File: config.mk
export PLATFORM = sky130hd
export DESIGN_NAME = sprite_palette_ram
export DESIGN_NICKNAME = d
export VERILOG_FILES = /design/src/rtl/sprite_palette_ram.sv
export SDC_FILE = /design/constraint.sdc
export NUM_CORES = 1
export LEC_CHECK = 0
export CAP_MARGIN = 10
export CORE_ASPECT_RATIO = 0.8
export CORE_MARGIN = 3
export CORE_UTILIZATION = 42
export CTS_CLUSTER_DIAMETER = 150
export CTS_CLUSTER_SIZE = 12
export DETAILED_ROUTE_END_ITERATION = 8
export GPL_TIMING_DRIVEN = 0
export PLACE_DENSITY = 0.69
export SLEW_MARGIN = 0
export SYNTH_ARGS = -nofsm -noshare
export SYNTH_HDL_FRONTEND = slang
export SYNTH_SLANG_ARGS = --single-unit
File: constraint.sdc
create_clock -name Clk -period 2.38 [get_ports Clk]
set_input_delay 0.357 -clock Clk [delete_from_list [all_inputs] [get_ports Clk]]
set_output_delay 0.357 -clock Clk [all_outputs]
set_load 0.02 [all_outputs]
File: src/rtl/sprite_palette_ram.sv
// rtl/sprite_palette_ram.sv - banked writable sprite palette with 2-stage lookup and global fade-to-black
module sprite_palette_ram #(
  parameter int INDEX_W   = 5,
  parameter int NUM_BANKS = 4,
  parameter int CH_W      = 4,
  parameter int FADE_DIV  = 4
) (
  input  logic                         Clk,
  input  logic                         Reset,
  input  logic                         wr_en,
  input  logic [$clog2(NUM_BANKS)-1:0] wr_bank,
  input  logic [INDEX_W-1:0]           wr_index,
  input  logic [3*CH_W-1:0]            wr_rgb,
  input  logic                         rd_valid_in,
  input  logic [$clog2(NUM_BANKS)-1:0] bank_sel,
  input  logic [INDEX_W-1:0]           index,
  input  logic                         frame_tick,
  input  logic                         fade_start,
  input  logic                         fade_dir,
  output logic [CH_W-1:0]              red,
  output logic [CH_W-1:0]              green,
  output logic [CH_W-1:0]              blue,
  output logic                         rd_valid_out,
  output logic                         transparent,
  output logic                         fade_busy
);

  localparam int WORD_W = 3 * CH_W;
  localparam int DEPTH  = NUM_BANKS * (2 ** INDEX_W);
  localparam int DIV_W  = (FADE_DIV > 1) ? $clog2(FADE_DIV) : 1;
  localparam logic [CH_W-1:0]  DIM_MAX  = '1;
  localparam logic [DIV_W-1:0] DIV_LAST = DIV_W'(FADE_DIV - 1);

  typedef enum logic [1:0] {FADE_IDLE, FADE_OUT, FADE_IN} fade_state_t;

  logic [WORD_W-1:0] mem [DEPTH];
  logic [WORD_W-1:0] s1_word;
  logic              s1_valid;
  logic              s1_transp;

  fade_state_t       state, state_n;
  logic [DIV_W-1:0]  div, div_n;
  logic [CH_W-1:0]   dim, dim_n;

  function automatic logic [CH_W-1:0] sat_sub(input logic [CH_W-1:0] c, input logic [CH_W-1:0] d);
    return (c > d) ? c - d : '0;
  endfunction

  // RAM is deliberately outside the reset domain so palettes survive a level reset.
  always_ff @(posedge Clk) begin
    if (wr_en)
      mem[{wr_bank, wr_index}] <= wr_rgb;
  end

  // Read-before-write: a same-cycle write to the looked-up entry returns the old word.
  always_ff @(posedge Clk) begin
    if (Reset) begin
      s1_word   <= '0;
      s1_valid  <= 1'b0;
      s1_transp <= 1'b0;
    end else begin
      s1_word   <= mem[{bank_sel, index}];
      s1_valid  <= rd_valid_in;
      s1_transp <= (index == '0);
    end
  end

  always_ff @(posedge Clk) begin
    if (Reset) begin
      red          <= '0;
      green        <= '0;
      blue         <= '0;
      rd_valid_out <= 1'b0;
      transparent  <= 1'b0;
    end else begin
      red          <= sat_sub(s1_word[3*CH_W-1 -: CH_W], dim);
      green        <= sat_sub(s1_word[2*CH_W-1 -: CH_W], dim);
      blue         <= sat_sub(s1_word[CH_W-1   -: CH_W], dim);
      rd_valid_out <= s1_valid;
      transparent  <= s1_transp;
    end
  end

  always_ff @(posedge Clk) begin
    if (Reset) begin
      state <= FADE_IDLE;
      div   <= '0;
      dim   <= '0;
    end else begin
      state <= state_n;
      div   <= div_n;
      dim   <= dim_n;
    end
  end

  // A start/redirect swallows any frame_tick in the same cycle and keeps the current dim.
  always_comb begin
    state_n = state;
    div_n   = div;
    dim_n   = dim;
    if (fade_start) begin
      state_n = fade_dir ? FADE_OUT : FADE_IN;
      div_n   = '0;
    end else if (frame_tick && state != FADE_IDLE) begin
      if (div == DIV_LAST) begin
        div_n = '0;
        if (state == FADE_OUT) begin
          if (dim != DIM_MAX)
            dim_n = dim + CH_W'(1);
          if (dim_n == DIM_MAX)
            state_n = FADE_IDLE;
        end else begin
          if (dim != '0)
            dim_n = dim - CH_W'(1);
          if (dim_n == '0)
            state_n = FADE_IDLE;
        end
      end else begin
        div_n = div + DIV_W'(1);
      end
    end
  end

  assign fade_busy = (state != FADE_IDLE);

endmodule

==> impl_metrics.tcl <==
set metrics [dict create \
    yosysSeqAreaShare_pct 76.4 \
    cts_tree "done" \
    worstPathCellList "clkdlybuf4s50_1 > nor2b_1 > nand3_1 > nor2_2" \
    setup_viol 293 \
    grt_pass1_wl_um 226000 \
    clock_sinks 1572 \
    ys.flop_type "edfxtp_1" \
    cp.arrival_ns 3.04 \
    pre_cts_slack_ns -2.06 \
    numCtsBuffers 148 \
    synthCells 3105 \
    synth_fp_nets 3156 \
    syn_avg_cell_area_um2 19.8 \
    p_leak_nw 22.4 \
    h-tree-depth 4 \
    critical_path_buf_inv_count 1 \
    max_stage_delay_ns 0.87 \
    overflow 0 \
    grt_start_max_net_pins 101 \
    ant_nets 0 \
    ys_types 52 \
    synth_edf_count 1536 \
    stdcell_count 5283 \
    wire_per_inst_um 30.3 \
    die_h_um 348 \
    worst_pin_slew_ns 1.21 \
    powerDensity_nw_per_um2 785 \
    ys.warnings.count 0 \
    die_w_um 433 \
    placedCellCount 5066 \
    hpwlAfterDp_um 106000 \
    max-cap-violations 0 \
    initial_utilization_pct 42.6 \
    ioPinCount 48 \
    worstPathRequired_ns 2.78 \
    async_reset_ff_share_pct 0 \
    worst_setup_path_end_kind "flip-flop" \
    worstSkewPairLatency_ns 0.79 \
    grt_pass1_vias 30800 \
    violations "setup timing" \
    timing.final.crit_share_pct 111 \
    fin_skew_ns 0.0232 \
    port_buffers 39 \
    final_cell_mix "edfxtp_1 (1,536), mux2i_1 (339), mux4_2 (229)" \
    fin_setup_tns_ns -14.89 \
    r2r-start "mem[46][11]" \
    cts_buffer_depth 3 \
    min_path_type "input port to flip-flop" \
    vias 32100 \
    period_minus_slack_ns 2.63 \
    mostFrequentLayoutCell "edfxtp_1" \
    area_growth_pct 14.2 \
    drc 0 \
    nets 3414 \
    path_depth 4 \
    max_freq_mhz 380 \
    first_pass_iters 8 \
    max-slew-margin-rel_pct 19.3 \
    slew_viol_final 0 \
    hold_viol_final 0 \
    startpoint "wr_index[3]" \
    whs_path_depth 1 \
    start_kind "input port" \
    crit_fanout 12 \
    cp_top_family "simple AND/OR/NAND/NOR gates" \
    routabilityCongestion 1.03 \
    die_area_um2 151000 \
    drive_gt1_share_pct 23.8 \
    peakVddDrop_mv 0.630 \
    antenna_found_initial 13 \
    viasPerCell 6.08 \
    ys_ff_latch 1572 \
    worstHoldStart "wr_rgb[5]" \
    outcome "finished with violations" \
    core_area_um2 144000 \
    core.rowCount 124 \
    netlist_area_um2 61300 \
    drtIter0Drc 4789 \
    drt_wl_total_um 160000 \
    critical-path-slowest-cell "nor2_2" \
    groute.usage.overall_pct 21.0 \
    r2r_cells 5 \
    rsz0062_at_grt "yes" \
    setup_slack_ns -0.253 \
    critPathKind "input port to flip-flop" \
    clk_pin_slew_ns 0.06 \
    root_buffer "clkbuf_16" \
]
[sequential cells by signal, indices dropped and copies added (netlist names)]
| signal | count |
|---|---|
| mem | 1536 |
| div | 2 |
| s1_valid | 1 |
| red | 4 |
| blue | 4 |
| dim | 4 |
| transparent | 1 |
| rd_valid_out | 1 |
| s1_transp | 1 |
| green | 4 |
| state | 2 |
| s1_word | 12 |
[path summary, 6_finish.rpt]
| path | to | slack [ns] |
|---|---|---|
| worst max-delay path | mem[110][6] | -0.25 |
| worst min-delay path | mem[74][5] | 0.05 |
| worst max register to register | s1_word[11] | -0.13 |
| worst min register to register | transparent | 0.44 |
[power breakdown]
group          leakage [nW]  switching, mW  internal, mW
sequential             14.1         0.0429          30.5
combinational          6.36           2.19          1.12
clock                  1.96           9.83          11.3
[cell families (layout without fill, tap and decap cells)]
logic type      Yosys count  after routing  synth area share (%)
compound gates          343            343                  4.12
mux                     580            580                  14.1
buf+inv                 189            472                  1.82
flops                  1572           1572                  76.4
simple gates            394            394                  3.01
xor+xnor                  9              9                 0.129
fa+ha+maj                18             18                 0.404
other cells               0              5                     0
[timing repair]
| action | 4_1_cts | 5_1_grt |
|---|---|---|
| setup buffers | 23 | 2 |
| pin swaps | 26 | 13 |
| endpoints found under the hold margin | 39 | 0 |
| hold buffers | 3 | 0 |
| resized for setup | 205 | 111 |
| endpoints found under the setup margin | 888 | 450 |
[routing by layer]
layer | wire, um | part of all wire (%) | vias up | track usage [%]
met5 | 13 | 0.0081 | - | 0
met4 | 4440 | 2.8 | 2 | 6.76
met3 | 21900 | 14 | 258 | 7.21
met2 | 68400 | 43 | 1973 | 29.2
met1 | 65100 | 41 | 16700 | 31.0
li1 | - | - | 13200 | -
[stage by stage]
step,hold slack [ns],power [mW],cell area (um2),utilization (%)
floorplan,0.414,32.7,61300,-
global placement,0.420,34.2,64100,44.5
detailed placement,0.428,34.2,64700,44.9
CTS,0.0108,55.1,69600,48.3
global route,0.0356,56.3,70100,48.7
finish,0.0542,55.0,70100,48.7
[cell usage after synthesis (13+ instances only)]
cell type  count  area [um2]
a2111oi_0     23         201
a211oi_1      24         180
a21oi_1       52         260
a22o_1        46         403
a22oi_1      144        1080
a31oi_1       13        81.3
buf_2         65         325
buf_4         26         195
buf_6         26         293
clkbuf_1      48         180
dfxtp_1       36         721
edfxtp_1    1536       46100
ha_1          15         188
inv_1         14        52.6
mux2i_1      350        3500
mux4_2       229        5160
nand2_1       51         191
nand3_1       68         340
nand4_1       18         113
nor2_1       156         586
nor2b_1       42         263
nor3_1        33         165
[final cells by class]
| class | instances | area (um2) |
|---|---|---|
| Fill cell | 11500 | 73900 |
| Sequential cell | 1572 | 46800 |
| Clock inverter | 13 | 221 |
| Tap cell | 1890 | 2360 |
| Buffer | 174 | 1220 |
| Antenna cell | 5 | 12.5 |
| Timing Repair Buffer | 108 | 1250 |
| Inverter | 15 | 57.6 |
| Multi-Input combinational cell | 1344 | 14300 |
| Clock buffer | 162 | 3800 |
Power figures use the tool's default switching activity.
